**src/rtl/key_event_ctrl.sv**
```systemverilog
// Key event controller for a 4-key panel: it synchronises and debounces the keys, generates press, release and
// long events, and queues them through a round-robin arbiter into a FWFT FIFO. Define KEY_EVT_REPEAT_EN for auto-repeat.
module key_event_ctrl #(
    parameter int CLK_FREQ_HZ = 50_000_000,
    parameter int DEBOUNCE_MS = 20,
    parameter int LONG_MS     = 1000,
    parameter int REPEAT_MS   = 200,
    parameter int FIFO_DEPTH  = 4
) (
    input  logic       sys_clk,
    input  logic       sys_rst_n,
    input  logic [3:0] key,
    output logic [3:0] key_state,
    output logic       evt_valid,
    input  logic       evt_ready,
    output logic [1:0] evt_code,
    output logic [1:0] evt_type,
    output logic       evt_drop
);
    localparam int TICK_DIV = CLK_FREQ_HZ / 1000;
    localparam int TW       = (TICK_DIV > 1) ? $clog2(TICK_DIV) : 1;
    localparam int DW       = $clog2(DEBOUNCE_MS + 1);
    localparam int HW       = $clog2(LONG_MS + 1);
    localparam int AW       = $clog2(FIFO_DEPTH);

    localparam logic [1:0] EVT_PRESS   = 2'b01;
    localparam logic [1:0] EVT_RELEASE = 2'b10;
    localparam logic [1:0] EVT_LONG    = 2'b11;

    typedef enum logic [1:0] {ST_IDLE, ST_PRESSED, ST_LONG} state_t;

    if (TICK_DIV < 1 || FIFO_DEPTH < 2 || (FIFO_DEPTH & (FIFO_DEPTH - 1)) != 0 ||
        DEBOUNCE_MS < 1 || LONG_MS < 1 || REPEAT_MS < 1) begin : g_bad_cfg
        $error("key_event_ctrl: unsupported parameter set");
    end

    logic [3:0]    r_sync1, r_sync2, r_stable;
    logic [TW-1:0] r_tick_cnt;
    logic          w_tick;
    logic [DW-1:0] r_db_cnt   [4];
    logic [HW-1:0] r_hold_cnt [4];
    state_t        r_state    [4];
    logic [3:0]    w_flip, w_evt_vld;
    logic [1:0]    w_evt_type [4];
    logic [3:0]    r_pend_vld;
    logic [1:0]    r_pend_type [4];
    logic [1:0]    r_rr_ptr, w_gnt_idx;
    logic          w_gnt_vld, w_push, w_pop, w_full, w_empty;
    logic          r_drop;
    logic [3:0]    r_mem [FIFO_DEPTH];
    logic [AW:0]   r_wr_ptr, r_rd_ptr;
`ifdef KEY_EVT_REPEAT_EN
    localparam int RW = $clog2(REPEAT_MS + 1);
    logic [RW-1:0] r_rep_cnt [4];
`endif

    assign w_tick = (r_tick_cnt == TW'(TICK_DIV - 1));

    // Pins are active low; everything downstream works in "1 = pressed".
    // NOTE: sequential state uses non-blocking assignments only, so every flop samples pre-edge values.
    always_ff @(posedge sys_clk or negedge sys_rst_n) begin
        if (!sys_rst_n) begin
            r_sync1    <= '0;
            r_sync2    <= '0;
            r_tick_cnt <= '0;
        end else begin
            r_sync1    <= ~key;
            r_sync2    <= r_sync1;
            r_tick_cnt <= w_tick ? '0 : r_tick_cnt + 1'b1;
        end
    end

    // NOTE: every output of this block gets a default first, so no latch can be inferred.
    always_comb begin
        for (int k = 0; k < 4; k++) begin
            w_flip[k]     = w_tick && (r_sync2[k] != r_stable[k]) && (r_db_cnt[k] == DW'(DEBOUNCE_MS - 1));
            w_evt_vld[k]  = 1'b0;
            w_evt_type[k] = EVT_PRESS;
            case (r_state[k])
                ST_IDLE: w_evt_vld[k] = w_flip[k] && !r_stable[k];
                ST_PRESSED: begin
                    if (w_flip[k]) begin
                        w_evt_vld[k]  = 1'b1;
                        w_evt_type[k] = EVT_RELEASE;
                    end else if (w_tick && r_hold_cnt[k] == HW'(LONG_MS - 1)) begin
                        w_evt_vld[k]  = 1'b1;
                        w_evt_type[k] = EVT_LONG;
                    end
                end
                ST_LONG: begin
                    if (w_flip[k]) begin
                        w_evt_vld[k]  = 1'b1;
                        w_evt_type[k] = EVT_RELEASE;
`ifdef KEY_EVT_REPEAT_EN
                    end else if (w_tick && r_rep_cnt[k] == RW'(REPEAT_MS - 1)) begin
                        w_evt_vld[k]  = 1'b1;
                        w_evt_type[k] = EVT_LONG;
`endif
                    end
                end
                default: ;
            endcase
        end
    end

    always_ff @(posedge sys_clk or negedge sys_rst_n) begin
        if (!sys_rst_n) begin
            r_stable <= '0;
            for (int k = 0; k < 4; k++) begin
                r_db_cnt[k]   <= '0;
                r_hold_cnt[k] <= '0;
                r_state[k]    <= ST_IDLE;
`ifdef KEY_EVT_REPEAT_EN
                r_rep_cnt[k]  <= '0;
`endif
            end
        end else begin
            for (int k = 0; k < 4; k++) begin
                if (r_sync2[k] == r_stable[k]) begin
                    r_db_cnt[k] <= '0;
                end else if (w_flip[k]) begin
                    r_stable[k] <= ~r_stable[k];
                    r_db_cnt[k] <= '0;
                end else if (w_tick) begin
                    r_db_cnt[k] <= r_db_cnt[k] + 1'b1;
                end

                // Hold time counts from the press event and saturates at LONG_MS.
                if (r_state[k] == ST_IDLE)
                    r_hold_cnt[k] <= '0;
                else if (w_tick && r_hold_cnt[k] != HW'(LONG_MS))
                    r_hold_cnt[k] <= r_hold_cnt[k] + 1'b1;

`ifdef KEY_EVT_REPEAT_EN
                if (r_state[k] != ST_LONG)
                    r_rep_cnt[k] <= '0;
                else if (w_tick)
                    r_rep_cnt[k] <= (r_rep_cnt[k] == RW'(REPEAT_MS - 1)) ? '0 : r_rep_cnt[k] + 1'b1;
`endif

                case (r_state[k])
                    ST_IDLE:    if (w_evt_vld[k]) r_state[k] <= ST_PRESSED;
                    ST_PRESSED: if (w_flip[k]) r_state[k] <= ST_IDLE;
                                else if (w_evt_vld[k]) r_state[k] <= ST_LONG;
                    ST_LONG:    if (w_flip[k]) r_state[k] <= ST_IDLE;
                    default:    r_state[k] <= ST_IDLE;
                endcase
            end
        end
    end

    // Round-robin: scanning from the far end leaves the key nearest the pointer as the winner.
    always_comb begin
        w_gnt_vld = 1'b0;
        w_gnt_idx = '0;
        for (int i = 3; i >= 0; i--) begin
            if (r_pend_vld[r_rr_ptr + 2'(i)]) begin
                w_gnt_vld = 1'b1;
                w_gnt_idx = r_rr_ptr + 2'(i);
            end
        end
    end

    assign w_empty = (r_wr_ptr == r_rd_ptr);
    assign w_full  = (r_wr_ptr[AW] != r_rd_ptr[AW]) && (r_wr_ptr[AW-1:0] == r_rd_ptr[AW-1:0]);
    assign w_pop   = !w_empty && evt_ready;
    assign w_push  = w_gnt_vld && (!w_full || w_pop);

    always_ff @(posedge sys_clk or negedge sys_rst_n) begin
        if (!sys_rst_n) begin
            r_pend_vld <= '0;
            r_drop     <= 1'b0;
            r_rr_ptr   <= '0;
            r_wr_ptr   <= '0;
            r_rd_ptr   <= '0;
            for (int k = 0; k < 4; k++) r_pend_type[k] <= EVT_PRESS;
        end else begin
            // An occupied slot keeps its older event; the newcomer is dropped.
            for (int k = 0; k < 4; k++) begin
                if (w_push && w_gnt_idx == 2'(k)) r_pend_vld[k] <= 1'b0;
                if (w_evt_vld[k] && !r_pend_vld[k]) begin
                    r_pend_vld[k]  <= 1'b1;
                    r_pend_type[k] <= w_evt_type[k];
                end
            end
            r_drop <= |(w_evt_vld & r_pend_vld);
            if (w_push) begin
                r_rr_ptr <= w_gnt_idx + 2'd1;
                r_wr_ptr <= r_wr_ptr + 1'b1;
            end
            if (w_pop) r_rd_ptr <= r_rd_ptr + 1'b1;
        end
    end

    // NOTE: the FIFO storage has no reset; the outputs are masked while empty instead.
    always_ff @(posedge sys_clk) begin
        if (w_push) r_mem[r_wr_ptr[AW-1:0]] <= {r_pend_type[w_gnt_idx], w_gnt_idx};
    end

    assign key_state = r_stable;
    assign evt_valid = !w_empty;
    assign evt_code  = w_empty ? 2'b00 : r_mem[r_rd_ptr[AW-1:0]][1:0];
    assign evt_type  = w_empty ? 2'b00 : r_mem[r_rd_ptr[AW-1:0]][3:2];
    assign evt_drop  = r_drop;
endmodule

```
**config.mk**
```make
export PLATFORM = sky130hd
export DESIGN_NAME = key_event_ctrl
export DESIGN_NICKNAME = d
export VERILOG_FILES = /design/src/rtl/key_event_ctrl.sv
export SDC_FILE = /design/constraint.sdc
export NUM_CORES = 1
export LEC_CHECK = 0
export ABC_AREA = 1
export CAP_MARGIN = 15
export CORE_ASPECT_RATIO = 2
export CORE_MARGIN = 1
export CORE_UTILIZATION = 50
export DETAILED_ROUTE_END_ITERATION = 8
export PLACE_DENSITY_LB_ADDON = 0.08
export SLEW_MARGIN = 30
export SYNTH_ARGS = -nofsm -noshare
export SYNTH_HDL_FRONTEND = slang
export SYNTH_SLANG_ARGS = --single-unit
```
**constraint.sdc**
```tcl
create_clock -name sys_clk -period 4.1 [get_ports sys_clk]
set_input_delay 1.025 -clock sys_clk [delete_from_list [all_inputs] [get_ports sys_clk]]
set_output_delay 1.025 -clock sys_clk [all_outputs]
set_load 0.1 [all_outputs]
```
==> impl_metrics.tcl, run 1 <==
set metrics [dict create \
    antenna_found_initial 0 \
    slew_headroom 0.350 \
    die-width_um 88.5 \
    area_growth_pct 13.3 \
    gp_congestion 0.895 \
    first_iter_violations 237 \
    crit_arrival_ns 2.10 \
    synth-seq-area-share 0.457 \
    syn_area_mm2 0.00748 \
    cts_hold_buf 0 \
    setup_viol 0 \
    critPathLaunchType "flop" \
    hold_ws_ns 0.346 \
    cts_setup_buffers 0 \
    fmaxAchievable_mhz 320 \
    post_cts_resized 0 \
    synth_edf_count 16 \
    wire_per_inst_um 13.4 \
    core_area_mm2 0.0145 \
    synthCells 908 \
    dr.pass1.iters 4 \
    cts.sinks 133 \
    die_area_mm2 0.0155 \
    worst_pin_slew_ns 0.973 \
    end_kind "output pin" \
    fin_setup_tns_ns 0 \
    drc 0 \
    max_cap_violations 0 \
    slew_violations 0 \
    ir_drop_v 0.000311 \
    hpwl_um 11500 \
    cts_buffers 17 \
    synth_cell_types 44 \
    htree_levels 4 \
    routed_wl_um 15300 \
    dieHeight_um 175 \
    synth-seq-cells 133 \
    critPathMaxFanout 11 \
    period_minus_slack_ns 3.13 \
    rsz0062_at_grt "no" \
    cts.clk_slew.worst_paths_ns 0.06 \
    port_buffers 16 \
    fin_crit_sh 0.763 \
    start_util 0.515 \
    nNetsFinal 981 \
    grt_pass1_vias 6051 \
    seqCellArea_mm2 0.00341 \
    powerDensity_mw_per_mm2 509 \
    async_reset_ff_frac 0.880 \
    status "completed" \
    via_per_inst 5.25 \
    root_buffer "clkbuf_16" \
    hold_class "flop to flop" \
    grt_util_all_layers 0.219 \
    cts_tree "yes" \
    drive_above_1_share 0.100 \
    p_leak_nw 3.96 \
    num_rows 62 \
    antenna_cells 0 \
    synthesis.nets 953 \
    fillers 1316 \
    multiInputGateArea_mm2 0.00348 \
    grt_first_pass_wirelength_um 26400 \
    hold_viol 0 \
    clkLatencyLatePin_ns 0.42 \
    synth.yosys.warnings 0 \
    p_total_w 0.00431 \
    skew_ns 0.00991 \
    ant_nets 0 \
    critPathKind "flop to output pin" \
    vias 5991 \
    ios 17 \
    overflow 0 \
    synthFlopType "dfrtp_1" \
    required_ns 3.07 \
    cts_buffer_depth 2 \
    syn_area_per_cell_um2 8.23 \
    grt_max_degree 59 \
]
critical path, stage by stage, from the launching register on:
cell and delay (ns):
dfrtp_1 0.53, clkinv_1 0.31, nand2_1 0.14, a21oi_1 0.09
nand2_1 0.20, nand2_1 0.08, inv_1 0.06, buf_4 0.28
power breakdown:
group | switching, W | total [W] | internal [W]
logic | 0.000815 | 0.00108 | 0.000269
clock network | 0.000613 | 0.00165 | 0.00104
registers | 0.0000973 | 0.00158 | 0.00148
total | 0.00153 | 0.00431 | 0.00278
metal layers:
metal | part of all wire | global-route usage | routed length, um | vias up
met2 | 0.56 | 0.413 | 8600 | 80
met4 | 0.027 | 0.0974 | 408 | 0
met3 | 0.020 | 0.0312 | 307 | 36
li1 | - | - | - | 3008
met1 | 0.39 | 0.229 | 6000 | 2867
met5 | 0 | 0 | 0 | -
placed cells by master, fill, tap and decap left out, types with 4 or more instances in the layout:
cell             netlist  final
o32ai_1                4      4
o21ai_1                5      5
o21ai_0               65     65
nor2_4                 4      4
nand3b_1               7      7
clkbuf_16              0     17
a211oi_1               4      4
a21oi_1               27     27
nand3_1               71     71
inv_1                129    129
clkdlybuf4s50_1        0     10
dfstp_2                4      4
a22o_1                 4      4
or2_2                  4      4
xor2_1                28     28
xnor2_1                8      8
bufinv_16              0      4
nand4_1               25     25
nand2_2               23     23
edfxtp_1              16     16
buf_4                  0      7
nor2_1                79     79
nor3_1                20     20
inv_2                  8      8
nand2_1              185    185
nand3_2                5      5
ha_1                  38     38
inv_6                  0      6
dfrtp_1              113    113
state kept, by name, indices dropped and copies added (netlist names):
name and count:
evt_drop 1, r_state 8, key_state 4, r_tick_cnt 16, r_rd_ptr 3, r_hold_cnt 40, r_wr_ptr 3, r_sync1 4
r_sync2 4, r_rr_ptr 2, r_pend_type 8, r_pend_vld 4, r_db_cnt 20, r_mem 16
final timing paths:
check | from | end | slack [ns] | depth (start not counted)
worst min register to register | r_sync1[3]$_DFF_PN0_ | r_sync2[3]$_DFF_PN0_ | 0.35 | 0
min in group asynchronous | sys_rst_n | r_hold_cnt[18]$_DFFE_PN0P_ | 0.55 | 1
worst max register to register | r_rr_ptr[0]$_DFFE_PN0P_ | r_rr_ptr[1]$_DFFE_PN0P_ | 1.72 | 9
worst max-delay path | r_rd_ptr[0]$_DFFE_PN0P_ | evt_code[0] | 0.97 | 7
worst min-delay path | r_sync1[3]$_DFF_PN0_ | r_sync2[3]$_DFF_PN0_ | 0.35 | 0
max in group asynchronous | sys_rst_n | r_pend_type[6]$_DFFE_PN1P_ | 2.74 | 2
synth_stat cells, types with 2 or more instances:
cell,n,area (um^2)
clkbuf_1,2,7.51
o21ai_0,65,325
dfrtp_1,113,2830
inv_2,8,30.0
nand4_1,25,156
o21a_1,2,15.0
nand2_1,185,694
nor2_4,4,45.0
nand3b_1,7,52.6
a21oi_1,27,135
dfstp_2,4,105
edfxtp_1,16,480
o32ai_1,4,35.0
xnor2_1,8,70.1
nand3_1,71,355
xor2_1,28,245
inv_1,129,484
o31ai_1,3,22.5
and3_1,2,12.5
a31oi_1,2,12.5
nand3_2,5,50.1
buf_2,4,20.0
nor3_1,20,100
o21ai_1,5,25.0
a22o_1,4,35.0
a211oi_1,4,30.0
clkinv_1,3,11.3
or2_2,4,25.0
nand2_2,23,144
nor2_1,79,297
ha_1,38,475
nor2_2,2,12.5
final cells by class:
type | instances | area share
multi-input cells | 626 | 0.411
clock buffers | 17 | 0.0502
flip-flops and latches | 133 | 0.403
clock inverters | 15 | 0.0255
well taps | 192 | 0.0284
inverters | 140 | 0.0620
repair buffers | 18 | 0.0204
per-stage QoR:
| stage | setup WS [ns] | cells | utilization | area, um^2 |
|---|---|---|---|---|
| 2_1_floorplan | 0.716 | 908 | - | 7480 |
| 3_3_place_gp | 1.41 | 1109 | 0.540 | 7830 |
| 4_1_cts | 0.965 | 1141 | 0.584 | 8470 |
| 6_report | 0.972 | 1141 | 0.584 | 8470 |
| 5_1_grt | 0.739 | 1141 | 0.584 | 8470 |
| 3_5_place_dp | 1.35 | 1109 | 0.540 | 7830 |
kinds of logic (layout without fill, tap and decap cells):
group                    after synthesis  in the layout  share of synthesized area
adder cells (fa/ha/maj)               38             38                     0.0636
buffers and inverters                149            190                     0.0780
multiplexers                           1              1                    0.00151
XOR/XNOR                              36             36                     0.0422
AO/OA/AOI/OAI                        119            119                     0.0885
flip-flops                           133            133                      0.457
AND/OR/NAND/NOR                      432            432                      0.270
No activity file was read; power rests on OpenSTA's default activity.
==> run 2: changes to the inputs <==
==> constraint.sdc (replaced) <==
create_clock -name sys_clk -period 3.2 [get_ports sys_clk]
set_input_delay 0.8 -clock sys_clk [delete_from_list [all_inputs] [get_ports sys_clk]]
set_output_delay 0.8 -clock sys_clk [all_outputs]
set_load 0.1 [all_outputs]
==> run 2 against run 1 <==
  * Utilization about the same
  * Combinational power up 45%
  * Clock-buffer cell count up 1
  * Sequential power up 28%
  * Worst hold slack worse by 0.0096 ns
  * Power up 29%
  * Clock power up 21%
  * Global-route usage down 0.26 points
  * Critical path depth unchanged
  * Die area unchanged
==> impl_metrics.tcl, run 2 (synthesis results as in run 1) <==
set metrics [dict create \
    p_total_w 0.00558 \
    start_util 0.515 \
    power.switching_w 0.00196 \
    cts.sinks 133 \
    clockPowerShare 0.357 \
    routed_wl_um 15400 \
    required_ns 2.40 \
    fin_ws_ns 0.333 \
    slew_violations 0 \
    max_cap_violations 0 \
    layout_commonest_cell "nand2_1" \
    hold_viol 0 \
    via_per_inst 5.25 \
    die_area_mm2 0.0155 \
    instances_no_fill 1140 \
    vias 5980 \
    clkLatencyLatePin_ns 0.42 \
    root_buffer "clkbuf_16" \
    wire_per_inst_um 13.5 \
    core_area_mm2 0.0145 \
    cts_hold_buf 0 \
    status "completed" \
    antenna_cells 0 \
    multiInputGateArea_mm2 0.00348 \
    powerDensity_mw_per_mm2 659 \
    slew_headroom 0.650 \
    critPathKind "flop to output pin" \
    cts_setup_buffers 0 \
    layout_common_cells "nand2_1 (185), inv_1 (129), dfrtp_1 (113), nor2_1 (79), nand3_1 (71)" \
    end_kind "output pin" \
    crit_arrival_ns 2.07 \
    nNetsFinal 980 \
    ir_drop_v 0.000422 \
    setup_viol 0 \
    grt_pass1_vias 6129 \
    num_rows 62 \
    grt_util_all_layers 0.216 \
    hpwl_um 11400 \
    fmaxAchievable_mhz 349 \
    seqCellArea_mm2 0.00341 \
    largestRegisters "r_hold_cnt (40), r_db_cnt (20)" \
    swShare 0.352 \
    grt_first_pass_wirelength_um 26300 \
    gp_congestion 0.868 \
    rsz0062_at_grt "no" \
    critPathLaunchType "flop" \
    worst_pin_slew_ns 0.524 \
    drc 0 \
    regMostFlops "r_hold_cnt" \
    hold_ws_ns 0.337 \
    grt_max_degree 82 \
    first_iter_violations 299 \
    ios 17 \
    fillers 1327 \
    dieHeight_um 175 \
    ant_nets 0 \
    post_cts_resized 0 \
    largest_reg_flops 40 \
    critPathMaxFanout 11 \
    pre_cts_ws_ns 0.660 \
    htree_levels 4 \
    p_leak_nw 3.97 \
    skew_ns 0.0135 \
    period_minus_slack_ns 2.87 \
    dr.pass1.iters 5 \
    cts.clk_slew.worst_paths_ns 0.06 \
    hold_class "primary input to async pin" \
    cts_buffer_depth 2 \
    antenna_found_initial 0 \
    drive_above_1_share 0.103 \
    seq_power_share 0.362 \
    dpl.cell_count 1108 \
    p_int_w 0.00362 \
    fin_crit_sh 0.896 \
    fin_setup_tns_ns 0 \
    cts_tree "yes" \
    area_growth_pct 13.3 \
    overflow 0 \
    port_buffers 16 \
    combPwrFrac 0.281 \
    die-width_um 88.5 \
    cts_buffers 17 \
]
==> run 2: cell count changes in the layout (fill, tap and decap cells not counted), sizes merged, moves of 3 or more <==
| cell | delta |
|---|---|
| buf | +4 |
| clkinv | +3 |
| inv | -4 |
| clkdlybuf4s50 | -5 |
==> run 2: through the flow <==
stage | utilization | cell area, um^2
floorplan | - | 7480
global placement | 0.542 | 7860
detailed placement | 0.542 | 7860
CTS | 0.584 | 8470
global route | 0.584 | 8470
finish | 0.584 | 8470
==> run 2: power groups by stage <==
stage                     Clock, W  Sequential, W  Combinational (W)
after global placement           0        0.00204            0.00155
after floorplan                  0        0.00198            0.00114
final                      0.00199        0.00202            0.00157
after global routing       0.00210        0.00204            0.00170
after CTS                  0.00203        0.00202            0.00159
after detailed placement         0        0.00205            0.00158
==> run 2: critical path: stages, from the launching register on <==
cell	delay, ns
dfrtp_1	0.52
clkinv_1	0.31
nand2_1	0.15
a21oi_1	0.11
nand2_1	0.20
nand2_1	0.08
inv_1	0.10
buf_12	0.18
==> run 2: per-layer routing <==
metal / vias to the layer above / part of all wire / global-route usage
li1: 3004 / - / -
met1: 2867 / 0.40 / 0.222
met2: 84 / 0.56 / 0.410
met3: 25 / 0.021 / 0.0435
met4: 0 / 0.019 / 0.0867
met5: - / 0 / 0
==> run 2: path summary, 6_finish.rpt <==
check,from,to,slack (ns),cells after the start
worst max-delay path,r_rd_ptr[0]$_DFFE_PN0P_,evt_code[0],0.33,7
worst max register to register,r_tick_cnt[0]$_DFF_PN0_,r_hold_cnt[27]$_DFFE_PN0P_,0.83,12
worst min-delay path,sys_rst_n,r_tick_cnt[12]$_DFF_PN0_,0.34,1
min in group sys_clk,r_sync1[0]$_DFF_PN0_,r_sync2[0]$_DFF_PN0_,0.35,0
max in group asynchronous,sys_rst_n,r_pend_type[6]$_DFFE_PN1P_,2.05,2
worst min register to register,r_sync1[0]$_DFF_PN0_,r_sync2[0]$_DFF_PN0_,0.35,0
==> run 2: area by class of cell <==
class	count	share of cell area
Timing Repair Buffer	17	0.0239
Tap cell	192	0.0284
Clock inverter	14	0.0211
Sequential cell	133	0.403
Multi-Input combinational cell	626	0.411
Inverter	140	0.0620
Clock buffer	18	0.0507
